`src/rtl/bwc_pkg.sv`:
```
// Shared definitions for the bank write controller and its companion read
// controller: FSM encoding, width derivation and RAM address packing.
package bwc_pkg;

  // ST_FILL: current bank is free and accepting words.
  // ST_FULL: current bank still holds closed data awaiting the reader.
  typedef enum logic {
    ST_FILL = 1'b0,
    ST_FULL = 1'b1
  } bwc_state_e;

  // Ceiling log2, usable in parameter derivation.
  function automatic int bwc_clog2(input int value);
    int result;
    result = 0;
    for (int v = value - 1; v > 0; v = v >> 1) begin
      result = result + 1;
    end
    return result;
  endfunction

  // RAM address is {bank, offset}; the caller truncates to its address width.
  function automatic logic [31:0] bwc_addr(input logic [31:0] bank,
                                           input logic [31:0] offset,
                                           input int          word_aw);
    return (bank << word_aw) | offset;
  endfunction

endpackage

```
`src/rtl/bank_write_ctrl.sv`:
```
// Multi-bank write controller: packs a word stream into BANK_NUM banks of
// BANK_DEPTH words, round-robin, handing each closed bank to the reader.
//
// Handshake: a word on din is taken in a cycle where din_vld=1 and full=0;
// it appears on the RAM write port (w_en/w_addr/w_data) one cycle later. A
// din_vld while full=1 is lost and reported by a one-cycle drop pulse. The
// reader frees bank i with a single-cycle pulse on r_done[i].
module bank_write_ctrl
  import bwc_pkg::*;
#(
  parameter int  DATA_W     = 8,
  parameter int  BANK_NUM   = 2,
  parameter int  BANK_DEPTH = 4,
  localparam int BANK_AW    = bwc_clog2(BANK_NUM),
  localparam int WORD_AW    = bwc_clog2(BANK_DEPTH),
  localparam int ADDR_W     = BANK_AW + WORD_AW
) (
  input  logic                clk,
  input  logic                n_rst,
  input  logic [DATA_W-1:0]   din,
  input  logic                din_vld,
  input  logic                flush,
  input  logic [BANK_NUM-1:0] r_done,
  output logic                full,
  output logic [BANK_NUM-1:0] status_vld,
  output logic [ADDR_W-1:0]   w_addr,
  output logic [DATA_W-1:0]   w_data,
  output logic                w_en,
  output logic                bank_done,
  output logic [BANK_AW-1:0]  done_bank,
  output logic [WORD_AW:0]    done_len,
  output logic                drop,
  output bwc_state_e          dbg_state
);

  bwc_state_e          state_q, state_d;
  logic [BANK_AW-1:0]  cur_bank_q, cur_bank_d;
  logic [WORD_AW:0]    offset_q, offset_d;
  logic [BANK_NUM-1:0] status_vld_q, status_vld_d;
  logic [ADDR_W-1:0]   w_addr_q, w_addr_d;
  logic [DATA_W-1:0]   w_data_q, w_data_d;
  logic                w_en_q, w_en_d;
  logic                bank_done_q, bank_done_d;
  logic [BANK_AW-1:0]  done_bank_q, done_bank_d;
  logic [WORD_AW:0]    done_len_q, done_len_d;
  logic                drop_q, drop_d;

  logic                full_w;
  logic                accept;
  logic                last_word;
  logic                close;
  logic [WORD_AW:0]    count;
  logic [BANK_NUM-1:0] set_mask;
  logic [BANK_NUM-1:0] clr_mask;

  // Occupancy of the current target bank, from registers only.
  assign full_w = status_vld_q[cur_bank_q];

  // Next-state decode: accept, close, release and output registers.
  always_comb begin
    accept    = din_vld & ~full_w;
    last_word = (offset_q == (WORD_AW+1)'(BANK_DEPTH - 1));
    // An accepted word is counted before a same-cycle flush closes the bank.
    count     = accept ? (offset_q + (WORD_AW+1)'(1)) : offset_q;
    close     = ~full_w & ((accept & last_word) |
                           (flush & (accept | (offset_q != '0))));

    set_mask             = '0;
    set_mask[cur_bank_q] = close;
    // Only valid banks can be released; a closing bank is never valid.
    clr_mask             = r_done & status_vld_q;
    status_vld_d         = (status_vld_q & ~clr_mask) | set_mask;

    cur_bank_d = close ? (cur_bank_q + BANK_AW'(1)) : cur_bank_q;
    offset_d   = close ? '0 : count;
    state_d    = status_vld_d[cur_bank_d] ? ST_FULL : ST_FILL;

    w_en_d   = accept;
    w_data_d = accept ? din : w_data_q;
    w_addr_d = accept ? ADDR_W'(bwc_addr(32'(cur_bank_q),
                                         32'(offset_q[WORD_AW-1:0]), WORD_AW))
                      : w_addr_q;

    bank_done_d = close;
    done_bank_d = close ? cur_bank_q : done_bank_q;
    done_len_d  = close ? count : done_len_q;
    drop_d      = din_vld & full_w;
  end

  // State and registered outputs; async reset discards any partial bank.
  always_ff @(posedge clk or negedge n_rst) begin
    if (!n_rst) begin
      state_q      <= ST_FILL;
      cur_bank_q   <= '0;
      offset_q     <= '0;
      status_vld_q <= '0;
      w_addr_q     <= '0;
      w_data_q     <= '0;
      w_en_q       <= 1'b0;
      bank_done_q  <= 1'b0;
      done_bank_q  <= '0;
      done_len_q   <= '0;
      drop_q       <= 1'b0;
    end else begin
      state_q      <= state_d;
      cur_bank_q   <= cur_bank_d;
      offset_q     <= offset_d;
      status_vld_q <= status_vld_d;
      w_addr_q     <= w_addr_d;
      w_data_q     <= w_data_d;
      w_en_q       <= w_en_d;
      bank_done_q  <= bank_done_d;
      done_bank_q  <= done_bank_d;
      done_len_q   <= done_len_d;
      drop_q       <= drop_d;
    end
  end

  assign full       = full_w;
  assign status_vld = status_vld_q;
  assign w_addr     = w_addr_q;
  assign w_data     = w_data_q;
  assign w_en       = w_en_q;
  assign bank_done  = bank_done_q;
  assign done_bank  = done_bank_q;
  assign done_len   = done_len_q;
  assign drop       = drop_q;
  assign dbg_state  = state_q;

endmodule

```
`config.mk`:
```
export PLATFORM = sky130hd
export DESIGN_NAME = bank_write_ctrl
export DESIGN_NICKNAME = d
export VERILOG_FILES = /design/src/rtl/bwc_pkg.sv /design/src/rtl/bank_write_ctrl.sv
export SDC_FILE = /design/constraint.sdc
export NUM_CORES = 1
export LEC_CHECK = 0
export CAP_MARGIN = 20
export CELL_PAD_IN_SITES_DETAIL_PLACEMENT = 0
export CELL_PAD_IN_SITES_GLOBAL_PLACEMENT = 2
export CORE_MARGIN = 5
export CORE_UTILIZATION = 29
export CTS_CLUSTER_SIZE = 14
export DETAILED_ROUTE_END_ITERATION = 12
export PLACE_DENSITY_LB_ADDON = 0.1
export SYNTH_ARGS = -nofsm -noshare
export SYNTH_HDL_FRONTEND = slang
export SYNTH_SLANG_ARGS = --single-unit
```
`constraint.sdc`:
```
create_clock -name clk -period 2.6 [get_ports clk]
set_clock_uncertainty 0.15 [all_clocks]
set_input_delay 0.52 -clock clk [delete_from_list [all_inputs] [get_ports clk]]
set_output_delay 0.52 -clock clk [all_outputs]
set_load 0.05 [all_outputs]
```
==> results_dict.tcl, run 1 <==
set metrics [dict create \
    start_util 0.302 \
    crit_arrival_ps 1750 \
    drtIter0Drc 19 \
    synth_ff_type "dfrtp_1" \
    drc 0 \
    hold_viol 0 \
    grt_antenna_before_repair 0 \
    cts_resized 0 \
    seq_area_frac_synth 0.562 \
    fp.coreArea_um2 3690 \
    worst-setup-path-type "reg2out" \
    cts_tree "yes" \
    worst_slew_pin_slew_ps 505 \
    row_count 22 \
    port_buffers 35 \
    rrSetupSlack_ps 550 \
    die_y_um 72.0 \
    synth.top_cell.area_share 0.562 \
    grt_max_degree 26 \
    required_ps 1930 \
    root_buffer "clkbuf_8" \
    cts.htree.levels 1 \
    n_antenna_cell 0 \
    multi_input_area_um2 413 \
    nFillCells 379 \
    ys_types 24 \
    finalMaxSlewViolations 0 \
    yosysMostFrequentCell "dfrtp_1" \
    grt_pass1_wl_um 4020 \
    start_kind "flip-flop" \
    grt.overflow.total 0 \
    final_util 0.425 \
    seq_area_um2 626 \
    timing.final.crit_period_ps 2420 \
    yosys_warnings 0 \
    ant_nets 0 \
    syn_avg_cell_area_um2 12.8 \
    routedWlPerCell_um 13.5 \
    vias 757 \
    cap_violations 0 \
    cp_max_fo 3 \
    synth_edf_count 0 \
    post_cts_buffers 0 \
    whs_ps 345 \
    clk_pin_slew_ps 100 \
    track_usage 0.0975 \
    ys_top_cells_by_area "dfrtp_1 56%, mux2_4 6.7%, mux2_2 5.1%" \
    synthArstFlopShare 1.00 \
    die_width_um 72.0 \
    fin_crit_sh 0.932 \
    rsz0062_at_grt "no" \
    hold_class "reg2reg" \
    fmax_ghz 0.413 \
    final-setup-viol-count 0 \
    ioPinCount 36 \
    synthesis.area_um2 1110 \
    via_per_inst 4.33 \
    synth_common_cells "25 x dfrtp_1, 11 x inv_1, 8 x o21ai_0" \
    setup_tns_ps 0 \
    yosys.area.top_type "dfrtp_1" \
    synthesis.nets 105 \
    run_status "complete, no violations" \
    gp_congestion 0.677 \
    fin_nets 146 \
    die_area_um2 5180 \
    cts.path.max_buffers 2 \
    hpwl_um 1730 \
    crit_path_end_kind "primary output" \
    wl_um 2360 \
    cts_buffers 3 \
    first_pass_iters 3 \
    grt_pass1_vias 841 \
    drive_above_1_share 0.189 \
    ys_ff_latch 25 \
    clock_latency_ps 270 \
    max_slew_margin 0.662 \
    clock_sinks 25 \
    hold_buffers 0 \
    postSynthCellCount 87 \
    syn_to_final_growth_pct 40.7 \
]
-- state kept, by name (all words and copies together) (netlist names) --
register    count
w_data          8
done_len        3
offset_q        3
w_addr          3
status_vld      2
bank_done       1
cur_bank_q      1
dbg_state       1
done_bank       1
drop            1
w_en            1
-- metrics by stage --
| stage | worst slack, ps | area, µm² | std cells |
|---|---|---|---|
| 5_1_grt | 111 | 1570 | 175 |
| 6_report | 176 | 1570 | 175 |
| 3_5_place_dp | 377 | 1520 | 171 |
| 2_1_floorplan | 567 | 1110 | 87 |
| 4_1_cts | 156 | 1570 | 175 |
| 3_3_place_gp | 402 | 1520 | 171 |
-- placed cells by master (no fill, tap or decap), drive strengths merged --
master         synthesis  layout
buf                    3       4
nor2                   3       3
clkdlybuf4s50          0      35
a21boi                 1       1
inv                   11      11
dfrtp                 25      25
xnor2                  1       1
mux2i                  2       2
mux2                  10      10
a2bb2oi                1       1
a21oi                  8       8
a21o                   1       1
o41ai                  1       1
a22o                   1       1
and2                   1       1
ha                     4       4
nand3                  1       1
o21ai                  8       8
nand2                  4       4
clkbuf                 0       3
clkinv                 0       1
o21a                   1       1
-- path summary, 6_finish.rpt --
check	start	endpoint	depth (start not counted)
worst max-delay path	cur_bank_q	full	3
max in group asynchronous	n_rst	status_vld[1]	2
worst max register to register	offset_q[0]	dbg_state	9
worst min register to register	w_addr[0]	w_addr[0]	2
worst min-delay path	w_addr[0]	w_addr[0]	2
min in group asynchronous	n_rst	offset_q[2]	2
-- kinds of logic after synthesis --
group	after synthesis	share of synthesized area
flops	25	0.562
compound gates	22	0.126
buf+inv	14	0.0674
mux	12	0.147
simple gates	9	0.0449
fa+ha+maj	4	0.0449
xor+xnor	1	0.00787
-- worst max-delay path, stage by stage, from the launching register on --
cell and delay, ps:
dfrtp_1 440, mux2i_4 210, inv_1 60, clkdlybuf4s50_1 790
-- metal layers --
metal	up-vias	share of wire	track usage
met4	0	0.0072	0.0376
met5	-	0	0
met2	18	0.46	0.146
met1	367	0.48	0.136
met3	2	0.049	0.0235
li1	370	-	-
-- layout make-up --
cell class	count	area share
well taps	48	0.0383
repair buffers	39	0.243
clock buffers	3	0.0264
multi-input cells	48	0.264
inverters	11	0.0264
flip-flops and latches	25	0.399
clock inverters	1	0.00319
Power of run 1 is not shown: default switching activity piles up to over one toggle a cycle in this logic, so the estimate is an artifact.
==> run 2: changes to the inputs <==
Settings changed: SETUP_SLACK_MARGIN set to 0.3.
==> results_dict.tcl, run 2 (synthesis results as in run 1) <==
set metrics [dict create \
    root_buffer "clkbuf_8" \
    final-setup-viol-count 0 \
    crit_chain "clkdlybuf4s50_1" \
    fp.coreArea_um2 3690 \
    vias 757 \
    gp_congestion 0.677 \
    wl_um 2360 \
    cp_max_fo 4 \
    rr_startpoint "offset_q[0]" \
    largest_register_ffs 8 \
    grt_antenna_before_repair 0 \
    cts.path.max_buffers 2 \
    grt_max_degree 26 \
    run_status "complete, no violations" \
    max_slew_margin 0.662 \
    drive_above_1_share 0.189 \
    drc 0 \
    layout_commonest_cell "clkdlybuf4s50_1" \
    ant_nets 0 \
    layout_common_cells "34 x clkdlybuf4s50_1, 25 x dfrtp_1, 11 x inv_1, 8 x o21ai_0, 7 x a21oi_1" \
    routedWlPerCell_um 13.5 \
    required_ps 1930 \
    start_util 0.302 \
    rsz0062_at_grt "no" \
    drtIter0Drc 19 \
    grt.overflow.total 0 \
    cts_buffers 3 \
    hold_buffers 0 \
    worst_slew_pin_slew_ps 505 \
    die_width_um 72.0 \
    row_count 22 \
    cts_tree "yes" \
    timing.final.crit_period_ps 2220 \
    clk_pin_slew_ps 100 \
    cts.htree.levels 1 \
    start_kind "flip-flop" \
    slowest_stage "clkdlybuf4s50_1" \
    fmax_ghz 0.451 \
    nFillCells 380 \
    hpwl_um 1730 \
    grt_pass1_vias 841 \
    ioPinCount 36 \
    crit_arrival_ps 1550 \
    hold_viol 0 \
    worst-setup-path-type "reg2out" \
    critPathTopFamily "buffers and inverters" \
    crit_buf_inv 1 \
    grt_pass1_wl_um 4020 \
    fin_crit_sh 0.853 \
    hold_class "reg2reg" \
    port_buffers 35 \
    track_usage 0.0975 \
    reg2reg_depth 9 \
    first_pass_iters 3 \
    fin_nets 146 \
    cap_violations 0 \
    clock_sinks 25 \
    startpoint "status_vld[0]" \
    crit_cells 1 \
    die_area_um2 5180 \
    rrSetupSlack_ps 550 \
    die_y_um 72.0 \
    cpPeakStageDelay_ps 840 \
    clock_latency_ps 270 \
    n_antenna_cell 0 \
    syn_to_final_growth_pct 40.6 \
    r2r-end "dbg_state" \
    crit_path_end_kind "primary output" \
    hold_depth 2 \
    crit_end "status_vld[0]" \
    finalMaxSlewViolations 0 \
    via_per_inst 4.33 \
    setup_tns_ps 0 \
]
## run 2: changes by cell type in the layout (fill, tap and decap cells not counted), sizes merged
cell / before / now
dlygate4sd2: 0 / 1
clkdlybuf4s50: 35 / 34
## run 2: layout make-up
class	count	area [µm²]	area share
clock inverters	1	5.00	0.00320
well taps	48	60.1	0.0384
multi-input cells	48	413	0.264
clock buffers	3	41.3	0.0264
inverters	11	41.3	0.0264
flip-flops and latches	25	626	0.400
repair buffers	39	379	0.242
## run 2: routing by layer
layer / wire length [µm] / track usage / vias up
met2: 1090 / 0.146 / 18
met4: 17 / 0.0376 / 0
met5: 0 / 0 / -
li1: - / - / 370
met1: 1140 / 0.136 / 367
met3: 115 / 0.0235 / 2
## run 2: worst min path at each step
| stage | startpoint | end |
|---|---|---|
| global route | w_addr[1] | w_addr[1] |
| floorplan | n_rst | bank_done |
| detailed placement | w_addr[0] | w_addr[0] |
| CTS | w_addr[0] | w_addr[0] |
| global placement | w_addr[0] | w_addr[0] |
| finish | w_addr[0] | w_addr[0] |
## run 2: what timing repair did
action                                  in CTS  in global routing
endpoints found under the setup margin       1                  0
endpoints found under the hold margin        0                  0
setup buffers                                0                  0
resized for setup                            1                  0
## run 2: per-stage QoR
stage               hold WS (ps)  setup WS, ps  instance area [µm²]  utilization  std cells
floorplan                   74.4           567                 1110            -         87
global placement             327           402                 1520        0.412        171
detailed placement           333           377                 1520        0.412        171
CTS                          354           371                 1570        0.424        175
global route                 373           336                 1570        0.424        175
finish                       346           382                 1570        0.424        175
## run 2: tightest hold or removal path, delay by kind of cell (launching register included)
kind / cells / cell delay (ps)
simple gates: 1 / 50
flops: 1 / 360
compound gates: 1 / 60
Power of run 2 is left out for the same reason.
==> patch 1: new RTL, settings of run 1 <==
`w_addr_q` and `w_data_q` no longer have a reset.
--- a/src/rtl/bank_write_ctrl.sv
+++ b/src/rtl/bank_write_ctrl.sv
@@ -94,8 +94,6 @@
       cur_bank_q   <= '0;
       offset_q     <= '0;
       status_vld_q <= '0;
-      w_addr_q     <= '0;
-      w_data_q     <= '0;
       w_en_q       <= 1'b0;
       bank_done_q  <= 1'b0;
       done_bank_q  <= '0;
@@ -106,14 +104,17 @@
       cur_bank_q   <= cur_bank_d;
       offset_q     <= offset_d;
       status_vld_q <= status_vld_d;
-      w_addr_q     <= w_addr_d;
-      w_data_q     <= w_data_d;
       w_en_q       <= w_en_d;
       bank_done_q  <= bank_done_d;
       done_bank_q  <= done_bank_d;
       done_len_q   <= done_len_d;
       drop_q       <= drop_d;
     end
+  end
+
+  always_ff @(posedge clk) begin
+    w_addr_q <= w_addr_d;
+    w_data_q <= w_data_d;
   end
 
   assign full       = full_w;
Function: changed (Yosys sat finds a counterexample within 4 cycles, from zero or initial values and one cycle with n_rst low).
==> patch 1 against run 1 <==
  * Worst setup slack improved by 190 ps
  * Design area shrank 8.3%
  * Synthesized area is 11% lower
  * Final cell count shrank 9.7%
  * Wire length is 19% lower
  * Utilization grew 0.58 points
  * Global-route usage shrank 1.5 points
  * Sequential cell count is the same
  * First-iteration DRC count decreased by 74%
  * Critical path type unchanged
==> patch 1: results (changes against run 1) <==
status finished clean; worst-skew pair later-pin latency 310 ps (+40 ps); CTS clock-pin slew for the worst setup and hold paths 140 ps (+40 ps); Root Driver clkbuf_4; pre-CTS WS 284 ps (-93.3 ps); post-CTS sizing 0 (unchanged); vias in the first global route 636 (-24%); dpl cells 154 (-9.9%); WHS Path Cells 1 (-1); first-pass GRT wire length 2880 um (-28%); Vias/cell 4.18 (-3.3%); Slew @ Worst Pin 650 ps (+145 ps); largest net degree at the start of global routing 15 (-42%); fraction of registers with async set/reset 56.0% (-44 points); wire per inst 12.1 um (-10%); Vias 661 (-13%); cell depth of the worst flop-to-flop path 8 (-1); Synthesized Nets 90 (-14%); htree depth 1 (unchanged); Stages on worst setup path 1 (-2); LEAKAGE 0.000599 uW; Cell variety after synth 22 (-8.3%); drt pass-1 iters 4 (+1); cells after synthesis 72 (-17%); share of cells above drive strength 1 10.7% (-8.2 points); most frequent cells after synthesis dfrtp_1, edfxtp_1, inv_1; area of placed instances 0.00141 mm2 (-7.3%); Post-synth EDFFs 11 (+11); fmax 448 MHz (+8.5%); hold_ws 388 ps (+42.1 ps); Synth Warn # 0 (unchanged); post-detail-place hpwl 1480 um (-14%); GRT Overall Usage 8.28% (-1.5 points); final layout net count 131 (-10%); reg2reg setup slack 470 ps (-80 ps); ranking of synthesized cells by area dfrtp_1, edfxtp_1, ha_1; Placer Congestion 0.769 (+14%); Iteration-0 DRC Markers 5 (-14); Max stage delay on crit path 820 ps (+30 ps); register area share after synthesis 68.5% (+12 points); # fillers 320 (-16%)
-- patch 1: cell types whose count changed after synthesis, moves of 3 or more --
cell / change
edfxtp_1: +11
dfrtp_1: -11
mux2_4: -4
mux2_2: -5
buf_6: -3
-- patch 1: worst reg2reg max path, stage by stage, from the launching register on --
cell	delay, ps
dfrtp_1	470
ha_1	230
ha_1	200
a21oi_1	350
a211oi_4	90
ha_1	280
inv_1	90
o21a_1	120
a2bb2oi_1	60
-- patch 1: kinds of logic (layout without fill, tap and decap cells) --
logic type	after synthesis	count (layout)	synth area share (%)
flip-flops	25	25	68.5
AO/OA/AOI/OAI	18	18	11.8
XOR/XNOR	1	1	0.882
AND/OR/NAND/NOR	9	9	4.28
adder cells (fa/ha/maj)	4	4	5.04
multiplexers	3	3	4.79
buffers and inverters	12	52	4.66
-- patch 1: worst paths after layout --
path,start,to
min,done_len[2],done_len[2]
max in group asynchronous,n_rst,status_vld[0]
min reg2reg,done_len[2],done_len[2]
max reg2reg,offset_q[0],dbg_state
max,status_vld[0],status_vld[0]
min in group asynchronous,n_rst,done_len[2]
-- patch 1: per-layer routing --
layer	routed length, um	GRT usage [%]
met1	808	10.1
met2	894	13.3
met3	197	3.08
met4	15	2.98
met5	0	0
-- patch 1: final cells by class --
type	instances	area (um2)	area share, %
Clock buffer	3	22.5	1.57
Timing Repair Buffer	37	363	25.3
Tap cell	46	57.6	4.01
Sequential cell	25	681	47.4
Clock inverter	1	5.00	0.348
Multi-Input combinational cell	35	267	18.6
Inverter	11	41.3	2.87
-- patch 1: report_power, final --
| part | internal (uW) | switching (uW) | total, uW |
|---|---|---|---|
| logic | 362 | 675 | 1040 |
| registers | 570 | 83.4 | 653 |
| clock network | 57.4 | 113 | 170 |
==> patch 2: new RTL, config.mk and constraints of run 1 <==
Without the edit above. The parameter `BANK_DEPTH` goes from 4 to 8.
--- a/src/rtl/bank_write_ctrl.sv
+++ b/src/rtl/bank_write_ctrl.sv
@@ -10,7 +10,7 @@
 #(
   parameter int  DATA_W     = 8,
   parameter int  BANK_NUM   = 2,
-  parameter int  BANK_DEPTH = 4,
+  parameter int  BANK_DEPTH = 8,
   localparam int BANK_AW    = bwc_clog2(BANK_NUM),
   localparam int WORD_AW    = bwc_clog2(BANK_DEPTH),
   localparam int ADDR_W     = BANK_AW + WORD_AW
Ports: changed (resized done_len and w_addr); port bits go from 36 to 38. The function was not compared with the original's and may differ.
==> patch 2 against run 1 <==
  * Worst setup slack better by 79 ps
  * Design area rose by 14%
  * Synthesized area grew 15%
  * Count of clock-buffer cells in the layout up 1
  * Utilization fell by 1.3 points
  * Worst hold slack got worse by 7.8 ps
  * Final cell count rose by 13%
  * Sequential cell count is 3 higher
  * First-iteration DRC count decreased by 79%
  * Wire length up 16%
  * Critical path type is now in2reg
  * Critical endpoint is now dbg_state
  * Largest cell class unchanged
  * Highest routed layer unchanged
==> patch 2: results (changes against run 1) <==
final layout net count 165 (+13%); Slew @ Worst Pin 526 ps (+21.1 ps); fraction of registers with async set/reset 100% (unchanged); Max FO, Critical Path 4 (+1); post-route setup TNS 0 ps (unchanged); Vias/cell 4.57 (+5.5%); vias in the first global route 937 (+11%); largest net degree at the start of global routing 29 (+12%); initial antenna violation count 0 (unchanged); mux cell area share after synthesis 13.7% (-1.0 points); htree depth 1 (unchanged); post-detail-place hpwl 2100 um (+22%); class of the worst hold path reg2reg; Cell variety after synth 31 (+29%); WHS Path Cells 2 (unchanged); register area share after synthesis 54.7% (-1.5 points); adder and majority gate portion of the synthesized area 3.91% (-0.59 points); Top delay family on crit path buffers and inverters; Synth Warn # 0 (unchanged); port bufs 37 (+5.7%); wire per inst 13.9 um (+2.9%); Worst path slowest cell clkdlybuf4s50_1; Synth Area in XOR/XNOR 1.37% (+0.58 points); post-CTS sizing 0 (unchanged); Iteration-0 DRC Markers 4 (-15); status finished clean; LEAKAGE 0.000821 uW; first-pass GRT wire length 4640 um (+15%); GRT Overall Usage 9.73% (-0.013 points); area of placed instances 0.00172 mm2 (+13%); Max stage delay on crit path 570 ps (-220 ps); cell depth of the worst flop-to-flop path 9 (unchanged); Synthesized Nets 121 (+15%); CTS clock-pin slew for the worst setup and hold paths 90 ps; WP data arrival 2350 ps (+600 ps); maximum VDD drop 0.415 mV; most frequent cells after synthesis dfrtp_1, inv_1, mux2_2, nand2_1, o21ai_0; Placer Congestion 0.740 (+9.4%); Synth Area in Compound Gates 10.8% (-1.7 points); CTS buffer count 3 (unchanged); drt pass-1 iters 4 (+1); worst-skew pair later-pin latency 270 ps (about the same); max reg flops 8 (unchanged); share of cells above drive strength 1 19.2% (+0.28 points); ranking of synthesized cells by area dfrtp_1, mux2_2, ha_1; Ant. Diodes 0 (unchanged); postcts setup bufs 0 (unchanged)
patch 2: cell count changes after synthesis, moves of 2 or more:
cell	before	now
mux2_4	5	2
dfrtp_1	25	28
o2bb2ai_1	0	2
nand2_1	3	9
mux2_2	5	9
patch 2: cell type report:
cell class	count	area [um2]
inverter	11	41.3
tap	52	65.1
multi-input combinational	60	504
sequential	28	701
clock buffer	4	55.1
timing repair buffer	43	413
fill	408	2540
patch 2: metal layers:
| layer | up-vias | GRT usage, % | wire [um] |
|---|---|---|---|
| met5 | - | 0 | 0 |
| met4 | 0 | 2.10 | 14 |
| li1 | 432 | - | - |
| met1 | 443 | 11.9 | 1210 |
| met3 | 2 | 4.61 | 203 |
| met2 | 27 | 15.6 | 1320 |
patch 2: logic make-up after synthesis:
family	after synthesis
DFF	28
AOI/OAI and AO/OA	21
and+or+nand+nor	19
buffers and inverters	15
muxes	14
adders and majority gates	4
xor gates and xnor gates	2
patch 2: final timing paths:
| path | startpoint | endpoint | slack, ps |
|---|---|---|---|
| max | din_vld | dbg_state | 260 |
| min | w_addr[1] | w_addr[1] | 340 |
| max reg2reg | offset_q[0] | dbg_state | 360 |
| min reg2reg | w_addr[1] | w_addr[1] | 340 |
| max in group asynchronous | n_rst | w_addr[3] | 1560 |
| min in group asynchronous | n_rst | w_addr[2] | 470 |
patch 2: power breakdown:
part	internal [uW]	switching, uW	total [uW]
clock network	135	126	262
registers	607	140	747
logic	507	827	1330
patch 2: stage by stage:
| step | hold WS (ps) | utilization (%) | cells | worst slack, ps |
|---|---|---|---|---|
| finish | 338 | 41.1 | 198 | 255 |
| global route | 389 | 41.1 | 198 | 181 |
| CTS | 349 | 41.1 | 198 | 253 |
| detailed placement | 326 | 39.9 | 194 | -30.6 |
| global placement | 316 | 39.9 | 194 | -11.2 |
| floorplan | 74.4 | - | 103 | 423 |
patch 2: worst register-to-register path, cell delays in order, from the launching register on:
cell	delay, ps
dfrtp_1	430
inv_1	120
ha_1	180
nor4b_4	250
a211oi_4	60
and2_1	200
buf_4	150
ha_1	170
o21bai_1	160
mux2_2	260
